<file path="src/rtl/fphub_div_sequencer.sv">
// Control FSM for the FPHUB divider: operand handshake, special-case classification,
// iterative mantissa sequencing and result handshake. Optional macro: FPHUB_DIV_INVALID_FLAG_EN.
module fphub_div_sequencer #(
    parameter int M            = 23,
    parameter int E            = 8,
    parameter int SPECIAL_CASE = 7,
    parameter int ITERS        = M + 2,
    localparam int SCW         = $clog2(SPECIAL_CASE),
    localparam int CW          = $clog2(ITERS + 1)
) (
    input  logic           clk,
    input  logic           rst_n,
    input  logic           in_valid,
    output logic           in_ready,
    input  logic           x_sign,
    input  logic           y_sign,
    input  logic [SCW-1:0] x_sc,
    input  logic [SCW-1:0] y_sc,
    output logic           op_load,
    output logic           iter_en,
    output logic [CW-1:0]  iter_cnt,
    output logic           norm_en,
    output logic [1:0]     res_sel,
    output logic           res_sign,
`ifdef FPHUB_DIV_INVALID_FLAG_EN
    output logic           invalid,
`endif
    output logic           out_valid,
    input  logic           out_ready
);

    if (ITERS < 1 || E < 1) begin : g_bad_cfg
        $error("fphub_div_sequencer: ITERS and E must be >= 1");
    end

    typedef enum logic [2:0] {
        S_IDLE     = 3'd0,
        S_CLASSIFY = 3'd1,
        S_ITER     = 3'd2,
        S_NORM     = 3'd3,
        S_SPECIAL  = 3'd4,
        S_DONE     = 3'd5
    } state_t;

    localparam logic [SCW-1:0] SC_PINF  = SCW'(1);
    localparam logic [SCW-1:0] SC_NINF  = SCW'(2);
    localparam logic [SCW-1:0] SC_PZERO = SCW'(3);
    localparam logic [SCW-1:0] SC_NZERO = SCW'(4);
    localparam logic [SCW-1:0] SC_PONE  = SCW'(5);
    localparam logic [SCW-1:0] SC_NONE1 = SCW'(6);
    localparam logic [1:0] SEL_QUO  = 2'd0;
    localparam logic [1:0] SEL_INF  = 2'd1;
    localparam logic [1:0] SEL_ZERO = 2'd2;
    localparam logic [1:0] SEL_PASS = 2'd3;
    localparam logic [CW-1:0] LAST_ITER = CW'(ITERS - 1);

    // Undefined codes match none of these, so they fall through to "no special case".
    function automatic logic is_inf(input logic [SCW-1:0] c);
        return (c == SC_PINF) || (c == SC_NINF);
    endfunction

    function automatic logic is_zero(input logic [SCW-1:0] c);
        return (c == SC_PZERO) || (c == SC_NZERO);
    endfunction

    function automatic logic is_one(input logic [SCW-1:0] c);
        return (c == SC_PONE) || (c == SC_NONE1);
    endfunction

    function automatic logic [1:0] class_sel(input logic [SCW-1:0] xc, input logic [SCW-1:0] yc);
        if ((is_zero(xc) && is_zero(yc)) || (is_inf(xc) && is_inf(yc))) return SEL_INF;
        else if (is_inf(xc) || is_zero(yc)) return SEL_INF;
        else if (is_zero(xc) || is_inf(yc)) return SEL_ZERO;
        else if (is_one(yc)) return SEL_PASS;
        else return SEL_QUO;
    endfunction

`ifdef FPHUB_DIV_INVALID_FLAG_EN
    function automatic logic class_rule1(input logic [SCW-1:0] xc, input logic [SCW-1:0] yc);
        return (is_zero(xc) && is_zero(yc)) || (is_inf(xc) && is_inf(yc));
    endfunction
    logic r_rule1, w_rule1_nxt, r_invalid;
`endif

    state_t         r_state, w_next_state;
    logic [SCW-1:0] r_x_sc, r_y_sc;
    logic [CW-1:0]  r_iter_cnt, w_iter_cnt_nxt;
    logic [1:0]     r_res_sel, w_res_sel_nxt;
    logic           r_res_sign, r_in_ready, r_op_load, r_iter_en, r_norm_en, r_out_valid;
    logic           w_accept;

    assign w_accept = in_valid & r_in_ready;

    // Next-state and next-value logic; every output register is loaded from the next state.
    always_comb begin
        w_next_state   = r_state;
        w_iter_cnt_nxt = {CW{1'b0}};
        w_res_sel_nxt  = r_res_sel;
`ifdef FPHUB_DIV_INVALID_FLAG_EN
        w_rule1_nxt    = r_rule1;
`endif
        case (r_state)
            S_IDLE: begin
                if (w_accept) w_next_state = S_CLASSIFY;
                else          w_next_state = S_IDLE;
            end
            S_CLASSIFY: begin
                w_res_sel_nxt = class_sel(r_x_sc, r_y_sc);
`ifdef FPHUB_DIV_INVALID_FLAG_EN
                w_rule1_nxt   = class_rule1(r_x_sc, r_y_sc);
`endif
                if (class_sel(r_x_sc, r_y_sc) == SEL_QUO) w_next_state = S_ITER;
                else                                      w_next_state = S_SPECIAL;
            end
            S_ITER: begin
                if (r_iter_cnt == LAST_ITER) begin
                    w_next_state = S_NORM;
                end else begin
                    w_iter_cnt_nxt = r_iter_cnt + CW'(1);
                end
            end
            S_NORM:    w_next_state = S_DONE;
            S_SPECIAL: w_next_state = S_DONE;
            S_DONE: begin
                if (out_ready) begin
                    w_next_state = S_IDLE;
`ifdef FPHUB_DIV_INVALID_FLAG_EN
                    w_rule1_nxt  = 1'b0;
`endif
                end else begin
                    w_next_state = S_DONE;
                end
            end
            default: w_next_state = S_IDLE;
        endcase
    end

    // State register.
    always_ff @(posedge clk or negedge rst_n) begin
        if (!rst_n) r_state <= S_IDLE;
        else        r_state <= w_next_state;
    end

    // Registered outputs, aligned with the state they describe.
    always_ff @(posedge clk or negedge rst_n) begin
        if (!rst_n) begin
            r_in_ready  <= 1'b1;
            r_op_load   <= 1'b0;
            r_iter_en   <= 1'b0;
            r_iter_cnt  <= {CW{1'b0}};
            r_norm_en   <= 1'b0;
            r_res_sel   <= 2'd0;
            r_out_valid <= 1'b0;
        end else begin
            r_in_ready  <= (w_next_state == S_IDLE);
            r_op_load   <= (r_state == S_IDLE) && w_accept;
            r_iter_en   <= (w_next_state == S_ITER);
            r_iter_cnt  <= w_iter_cnt_nxt;
            r_norm_en   <= (w_next_state == S_NORM);
            r_res_sel   <= w_res_sel_nxt;
            r_out_valid <= (w_next_state == S_DONE);
        end
    end

    // Operand capture at accept; nothing is re-sampled until the next accept.
    always_ff @(posedge clk or negedge rst_n) begin
        if (!rst_n) begin
            r_x_sc     <= {SCW{1'b0}};
            r_y_sc     <= {SCW{1'b0}};
            r_res_sign <= 1'b0;
        end else if ((r_state == S_IDLE) && w_accept) begin
            r_x_sc     <= x_sc;
            r_y_sc     <= y_sc;
            r_res_sign <= x_sign ^ y_sign;
        end else begin
            r_x_sc     <= r_x_sc;
            r_y_sc     <= r_y_sc;
            r_res_sign <= r_res_sign;
        end
    end

`ifdef FPHUB_DIV_INVALID_FLAG_EN
    // Invalid-operation flag: remembered from classification, shown only in DONE.
    always_ff @(posedge clk or negedge rst_n) begin
        if (!rst_n) begin
            r_rule1   <= 1'b0;
            r_invalid <= 1'b0;
        end else begin
            r_rule1   <= w_rule1_nxt;
            r_invalid <= (w_next_state == S_DONE) && w_rule1_nxt;
        end
    end
    assign invalid = r_invalid;
`endif

    assign in_ready  = r_in_ready;
    assign op_load   = r_op_load;
    assign iter_en   = r_iter_en;
    assign iter_cnt  = r_iter_cnt;
    assign norm_en   = r_norm_en;
    assign res_sel   = r_res_sel;
    assign res_sign  = r_res_sign;
    assign out_valid = r_out_valid;

endmodule

</file>
<file path="config.mk">
export PLATFORM = sky130hd
export DESIGN_NAME = fphub_div_sequencer
export DESIGN_NICKNAME = d
export VERILOG_FILES = /design/src/rtl/fphub_div_sequencer.sv
export SDC_FILE = /design/constraint.sdc
export NUM_CORES = 1
export LEC_CHECK = 0
export ABC_AREA = 1
export CAP_MARGIN = 20
export CORE_MARGIN = 10
export CORE_UTILIZATION = 43
export DETAILED_ROUTE_END_ITERATION = 8
export PLACE_DENSITY = 0.74
export SLEW_MARGIN = 40
export SYNTH_ARGS = -nofsm -noshare
export SYNTH_HDL_FRONTEND = slang
export SYNTH_SLANG_ARGS = --single-unit
</file>
<file path="constraint.sdc">
create_clock -name clk -period 1.3 [get_ports clk]
set_clock_uncertainty 0.15 [all_clocks]
set_input_delay 0.26 -clock clk [delete_from_list [all_inputs] [get_ports clk]]
set_output_delay 0.26 -clock clk [all_outputs]
set_load 0.005 [all_outputs]
</file>
==> results.txt, run 1 <==
----------------------------------------------------
[Routing]
  Number of iterations in the first detailed-routing pass ... 4
  Total wirelength of the detailed-routed design ... 3240 um
  Post-route DRC ... 0
  Number of DRC markers in iteration 0 ... 73
  Antenna violation net count after detailed routing ... 0
  Post-detailed-route wirelength per cell ... 16.2 um
  Via density ... approximately 5
  Total vias in the final route ... 1000

[Outcome]
  Failing checks ... setup timing
  Status ... finished with violations

[Global route]
  Wire length of the first global-routing pass ... 4570 um
  Congestion Overflow GR ... 0
  Antenna violations before repair ... 0
  Vias in the first global route ... roughly 990
  Most congested layer reported by global routing ... met2
  Grt met2 use ... 0.195
  Global Route Usage Sum ... 0.111
  Met3 capacity usage during global routing ... 0.0157
  Maximum number of pins on one net before global-route repair ... 23
  Fraction of met1 tracks used by global routing ... 0.128

[Cells and area]
  Finished Core Util ... 0.754
  N_diodes ... 0
  Final standard cell count with taps included and fillers excluded ... 200
  Sequential Area ... 554 sq um
  Share of final-layout standard cells stronger than drive strength 1 ... 0.529
  Count of fill cells added during filler insertion ... roughly 150
  NumNets Final ... ~190
  Multi-input logic area ... 584 sq um
  Synthesis-to-layout area growth ... 64.0%

[STA]
  Setup violation total in the final timing report ... 18
  Maximum operating frequency ... around 680 MHz
  Fraction of the cycle the final worst path needs ... 1.14
  Worst Max-Slew Pin Slew ... 230 ps
  Final worst-path setup slack ... -177 ps
  Fin. max-slew vios ... 0
  Hold Fails Final Rpt ... 0
  RSZ-0062 raised after global routing ... yes
  Slew margin rel. ... 0.846
  Post-layout minimum cycle time ... 1480 ps

[Floorplanning]
  DIE AREA ... 0.00477 sq mm
  CORE AREA ... 0.00225 sq mm
  Effective utilization at floorplan ... 0.459
  # rows ... 17
  Count of boundary I/O pins ... 25
  Die width ... slightly below 70 um
  Vertical die dimension ... 69.1 um

[Place]
  Post-placement setup slack ... -228 ps
  Detail Placement HPWL ... 1750 um
  Total placed cells including tap cells ... between 150 and 200
  Weighted congestion reported at the end of routability-driven placement ... 0.807
  I/O Buffers ... 24

[CTS]
  Source-to-sink clock delay at the later pin of the worst-skew pair ... 330 ps
  Clk slew on worst S/H paths ... 130 ps
  Cts bufs inserted ... 3
  CTS H-tree depth ... 1
  Clock root buffer master ... sky130_fd_sc_hd__clkbuf_4
  Number of sinks on the clock net ... 22
  Longest Clk Path Bufs ... 2
  CTS tree ... done
  Count of hold-fix buffers inserted at cts ... 0

[Worst setup path]
  Arrival time worst endpoint ... between 1500 and 2000 ps
  Crit path buffers/inverters ... 4
  Slowest CP cell ... sky130_fd_sc_hd__dfrtp_1
  Most repeated library cell on the critical path ... sky130_fd_sc_hd__buf_4
  Longest individual stage delay on the worst path ... approximately 400 ps
  CP endpoint kind ... flop
  Critical path data required time ... 1400 ps
  Class of the most critical setup path ... reg -> reg
  Gate family responsible for the most delay along the worst path ... buffers and inverters
  Worst-path fanout max ... 2
  Sort of element at the start of the critical path ... flop
  Chain of cells forming the critical path ... buf_6 > inv_4 > ha_4 > nand2_4 > nor2_4 > buf_4 > buf_4 > nor3_1

[Job]
  Maxcap violations ... 0

[Worst hold path]
  Hold WC Path Type ... in -> async

[Power]
  Leakage dissipation ... 0.822 nW
  Cell area power density ... roughly 2200 mW/mm^2
  IR drop worst, VDD ... 0.00125 V

[Yosys]
  Number of flip-flops and latches in the synthesized netlist ... 22
  Avg Inst Size Synth ... 8.93 sq um
  Count of different cell masters after synthesis ... 21
  Post-synthesis net count ... 130
  Post-synthesis instance area ... between 0.001 and 0.0015 sq mm
  Gate Count Post-Synth ... 116
  Share of the yosys chip area belonging to registers ... 0.533
  Yosys Warn Count ... 0

----------------------------------------------------
[final cells by class]
cell class	count	area share
repair buffers	50	0.238
inverters	15	0.0361
repair inverters	1	0.00442
clock buffers	3	0.0133
flip-flops and latches	22	0.326
clock inverters	1	0.0177
multi-input cells	80	0.344
well taps	28	0.0206
[flip-flops by register name (all words and copies together) (netlist names)]
register / flops
r_x_sc: 3
in_ready: 1
op_load: 1
r_state: 3
out_valid: 1
r_y_sc: 3
iter_en: 1
res_sel: 2
norm_en: 1
res_sign: 1
iter_cnt: 5
[through the flow]
step	TNS, ps	cell area (sq um)	hold WS [ps]	total power [mW]
CTS	-1410	1570	125	3.06
detailed placement	-2030	1410	336	2.46
finish	-1400	1700	96.5	3.69
global route	-2790	1700	89.6	3.93
floorplan	-23.9	1040	-186	1.91
global placement	-1440	1410	330	2.40
[worst paths after layout]
check	from	endpoint	slack [ps]	depth (start not counted)
min in group clk	y_sc[1]	r_y_sc[1]$_DFFE_PN0P_	290	3
max in group asynchronous	rst_n	in_ready$_DFF_PN1_	690	2
min	rst_n	r_state[2]$_DFF_PN0_	100	2
max reg2reg	iter_cnt[1]$_DFF_PN0_	iter_cnt[4]$_DFF_PN0_	-180	8
min reg2reg	res_sel[1]$_DFFE_PN0N_	res_sel[1]$_DFFE_PN0N_	360	2
max	iter_cnt[1]$_DFF_PN0_	iter_cnt[4]$_DFF_PN0_	-180	8
[layer usage]
metal  part of all wire  vias up
met5                  0        -
met4              0.032        0
met3              0.052        9
met2               0.55       48
met1               0.36      467
li1                   -      476
[synthesized netlist by cell type, drive strengths merged]
library cell	number	area, sq um
a21oi	1	8.76
dfrtp	21	526
dfstp	1	26.3
ha	2	25.0
inv	15	56.3
nand2	34	130
nand3	9	62.6
nand4	2	27.5
nor2	19	96.3
nor3	1	5.00
o21a	1	7.51
o21ai	6	30.0
xnor2	2	17.5
xor2	2	17.5
[kinds of logic (layout without fill, tap and decap cells)]
group,Yosys count,in the layout,synth area share
and+or+nand+nor,65,66,0.310
DFF,22,22,0.533
buffers and inverters,15,70,0.0544
AOI/OAI and AO/OA,8,8,0.0447
xor gates and xnor gates,4,4,0.0338
adders and majority gates,2,2,0.0242
[what timing repair did]
action | 4_1_cts | 5_1_grt
resized for setup | 72 | 35
endpoints found under the setup margin | 28 | 25
pin swaps | 10 | 16
buffers inserted | 10 | 9
cloned | 2 | 0
[power breakdown]
| group | switching [mW] | internal (mW) | total [mW] | leakage, nW |
|---|---|---|---|---|
| combinational | 1.08 | 0.892 | 1.97 | 0.513 |
| clock | 0.240 | 0.313 | 0.552 | 0.0279 |
| sequential | 0.233 | 0.934 | 1.17 | 0.281 |
[worst reg2reg max path, stage by stage (launching register included)]
cell and delay (ps):
sky130_fd_sc_hd__dfrtp_1 410, sky130_fd_sc_hd__buf_6 120, sky130_fd_sc_hd__inv_4 40, sky130_fd_sc_hd__ha_4 150
sky130_fd_sc_hd__nand2_4 60, sky130_fd_sc_hd__nor2_4 40, sky130_fd_sc_hd__buf_4 130, sky130_fd_sc_hd__buf_4 120
sky130_fd_sc_hd__nor3_1 180
[placed cells by master, fill, tap and decap left out, types with 2 or more instances in the layout]
cell type,n
sky130_fd_sc_hd__buf_4,22
sky130_fd_sc_hd__nand2_1,21
sky130_fd_sc_hd__dfrtp_1,19
sky130_fd_sc_hd__nand2_2,12
sky130_fd_sc_hd__clkdlybuf4s50_1,11
sky130_fd_sc_hd__buf_2,11
sky130_fd_sc_hd__nor2_4,8
sky130_fd_sc_hd__inv_1,7
sky130_fd_sc_hd__nor2_1,7
sky130_fd_sc_hd__inv_2,6
sky130_fd_sc_hd__nor2_2,4
sky130_fd_sc_hd__nand3_1,4
sky130_fd_sc_hd__o21ai_1,4
sky130_fd_sc_hd__buf_6,4
sky130_fd_sc_hd__nand3_2,3
sky130_fd_sc_hd__clkbuf_4,3
sky130_fd_sc_hd__nand3_4,2
sky130_fd_sc_hd__nand4_4,2
sky130_fd_sc_hd__inv_4,2
sky130_fd_sc_hd__xor2_1,2
sky130_fd_sc_hd__xnor2_1,2
sky130_fd_sc_hd__o21ai_2,2
sky130_fd_sc_hd__ha_4,2
sky130_fd_sc_hd__dfrtp_2,2
Note: power is estimated with default switching activity, not from simulation.
==> inputs of run 2 (changes only) <==
--- a/config.mk
+++ b/config.mk
@@ -11,6 +11,7 @@
 export CORE_UTILIZATION = 43
 export DETAILED_ROUTE_END_ITERATION = 8
 export PLACE_DENSITY = 0.74
+export REMOVE_ABC_BUFFERS = 1
 export SLEW_MARGIN = 40
 export SYNTH_ARGS = -nofsm -noshare
 export SYNTH_HDL_FRONTEND = slang
==> constraint.sdc (replaced) <==
create_clock -name clk -period 1.3 [get_ports clk]
set_clock_uncertainty 0.15 [all_clocks]
set_input_delay 0.13 -clock clk [delete_from_list [all_inputs] [get_ports clk]]
set_output_delay 0.13 -clock clk [all_outputs]
set_load 0.005 [all_outputs]
==> run 2 against run 1 <==
  * The run still ends with setup timing left
  * Die area unchanged
  * Non-clock buffer count decreased by 5
  * Cell area down 3.1%
  * Total power shrank 12%
  * Clock-buffer cell count is 1 higher
  * Sequential power about the same
  * Global-route usage decreased by 1.1 points
  * Worst setup slack better by 58 ps
  * Hold slack gained 90 ps
==> results.txt, run 2 (synthesis gave the netlist of run 1 again) <==
----------------------------------------------------
[STA]
  RSZ-0062 raised after global routing ... yes
  Maximum operating frequency ... roughly 700 MHz
  Fraction of the cycle the final worst path needs ... 1.09
  Worst-case hold slack ... between 150 and 200 ps
  Setup violation total in the final timing report ... 15
  Slew margin rel. ... 0.846
  Worst Max-Slew Pin Slew ... approximately 230 ps
  Post-layout minimum cycle time ... 1420 ps
  Hold Fails Final Rpt ... 0
  Final worst-path setup slack ... -119 ps
  Fin. max-slew vios ... 0

[Routing]
  Antenna violation net count after detailed routing ... 0
  Total vias in the final route ... a little over 900
  Via density ... 4.75
  Total wirelength of the detailed-routed design ... 2590 um
  Number of DRC markers in iteration 0 ... 11
  Number of iterations in the first detailed-routing pass ... 2
  Post-detailed-route wirelength per cell ... 13.4 um
  Post-route DRC ... 0

[Cells and area]
  Count of fill cells added during filler insertion ... 165
  Synthesis-to-layout area growth ... 58.9%
  Post-route cell area ... 0.00165 sq mm
  Most common cell after layout, fill and taps aside ... sky130_fd_sc_hd__nand2_1
  NumNets Final ... 180
  Multi-input logic area ... 552 sq um
  Most frequent cells in the layout ... sky130_fd_sc_hd__nand2_1, sky130_fd_sc_hd__dfrtp_1, sky130_fd_sc_hd__buf_4
  Share of final-layout standard cells stronger than drive strength 1 ... 0.418
  N_diodes ... 0
  Flip-flop count of the largest register after layout ... 5
  Sequential Area ... 554 sq um

[Floorplanning]
  Die width ... 69.1 um
  Effective utilization at floorplan ... 0.459
  Vertical die dimension ... about 69 um
  Count of boundary I/O pins ... 25
  # rows ... 17
  DIE AREA ... 0.00477 sq mm
  CORE AREA ... 0.00225 sq mm

[Worst setup path]
  Setup crit start ... iter_cnt[0]$_DFF_PN0_
  CP endpoint kind ... flop
  Critical R2R Launch ... iter_cnt[0]$_DFF_PN0_
  CP endpoint ... iter_cnt[3]$_DFF_PN0_
  Sort of element at the start of the critical path ... flop
  Capturing point of the worst reg2reg path ... iter_cnt[3]$_DFF_PN0_
  Worst-path fanout max ... 3
  Class of the most critical setup path ... reg -> reg
  Chain of cells forming the critical path ... buf_6 > inv_4 > ha_4 > nand2_4 > o21ai_0 > buf_4 > nor2_1
  Arrival time worst endpoint ... 1480 ps
  Number of cell instances on the worst register-to-register path ... 7
  Setup slack of the worst register-to-register path ... -120 ps
  Slowest CP cell ... sky130_fd_sc_hd__dfrtp_1
  Longest individual stage delay on the worst path ... 410 ps
  Critical path data required time ... 1370 ps

[Outcome]
  Status ... finished with violations
  Failing checks ... setup timing

[Global route]
  Antenna violations before repair ... 0
  Maximum number of pins on one net before global-route repair ... 23
  Wire length of the first global-routing pass ... between 4000 and 5000 um
  Vias in the first global route ... 887
  Congestion Overflow GR ... 0
  Global Route Usage Sum ... 0.100

[CTS]
  CTS tree ... done
  Longest Clk Path Bufs ... 2
  CTS H-tree depth ... 1
  Source-to-sink clock delay at the later pin of the worst-skew pair ... 310 ps
  Clock root buffer master ... sky130_fd_sc_hd__clkbuf_4
  Cts bufs inserted ... 3
  Clk slew on worst S/H paths ... 130 ps
  Number of sinks on the clock net ... 22

[Worst hold path]
  Hold WC Path Type ... in -> reg

[Power]
  Cell area power density ... 1980 mW/mm^2
  Power consumption ... 3.25 mW
  Leakage dissipation ... roughly 0.8 nW
  IR drop worst, VDD ... 0.00120 V

[Place]
  Placed Area ... 0.00139 sq mm
  Detail Placement HPWL ... 1780 um
  Post-placement setup slack ... -131 ps
  I/O Buffers ... 24
  Weighted congestion reported at the end of routability-driven placement ... 0.804

[Job]
  Maxcap violations ... 0

----------------------------------------------------
## run 2: cell count changes in the layout (fill, tap and decap cells not counted), sizes merged
| cell | delta |
|---|---|
| buf | -15 |
| dlygate4sd2 | +5 |
| clkdlybuf4s15 | +4 |
| bufinv | -1 |
| clkbuf | +1 |
| clkinvlp | -1 |
| dlygate4sd3 | +1 |
| nand4 | -1 |
## run 2: where the power goes
part	leakage [nW]	internal, mW	switching, mW	total (mW)
Sequential	0.281	0.933	0.225	1.16
Clock	0.0210	0.171	0.218	0.389
Combinational	0.490	0.778	0.929	1.71
Total	0.792	1.88	1.37	3.25
## run 2: timing repair
item,4_1_cts,5_1_grt
pin swaps,6,17
buffers inserted,7,4
setup endpoints to repair,31,27
hold endpoints to repair,21,0
hold buffers,1,0
gates resized for setup,35,35
## run 2: area by class of cell
cell class | instances | share of cell area
Sequential cell | 22 | 0.337
Tap cell | 28 | 0.0213
Clock buffer | 4 | 0.0220
Timing Repair Buffer | 45 | 0.249
Multi-Input combinational cell | 79 | 0.335
Inverter | 15 | 0.0357
## run 2: critical path, delay by kind of cell (launching register included)
kind	cells	cell delay, ps
compound gates	1	210
simple gates	2	90
buf+inv	3	330
flops	1	410
fa+ha+maj	1	130
## run 2: stage by stage
stage           util  TNS [ps]  std cells
6_report       0.730     -1150        193
5_1_grt        0.730     -2760        193
4_1_cts        0.666      -399        189
3_5_place_dp   0.617      -927        177
3_3_place_gp   0.617      -105        177
2_1_floorplan      -     -43.3        116
## run 2: worst min-delay path by stage
stage	start	end	slack (ps)	cells after the start
after CTS	x_sc[1]	r_x_sc[1]$_DFFE_PN0P_	190	3
after global routing	x_sc[1]	r_x_sc[1]$_DFFE_PN0P_	180	3
after floorplan	rst_n	iter_cnt[0]$_DFF_PN0_	-320	0
after global placement	res_sel[0]$_DFFE_PN0N_	res_sel[0]$_DFFE_PN0N_	330	1
final	x_sc[0]	r_x_sc[0]$_DFFE_PN0P_	190	3
after detailed placement	res_sel[0]$_DFFE_PN0N_	res_sel[0]$_DFFE_PN0N_	330	1
## run 2: routing by layer
layer	GRT usage	share of wire	vias up
li1	-	-	458
met3	0.0271	0.039	6
met2	0.165	0.52	20
met5	0	0	-
met1	0.109	0.41	433
met4	0.0665	0.027	0
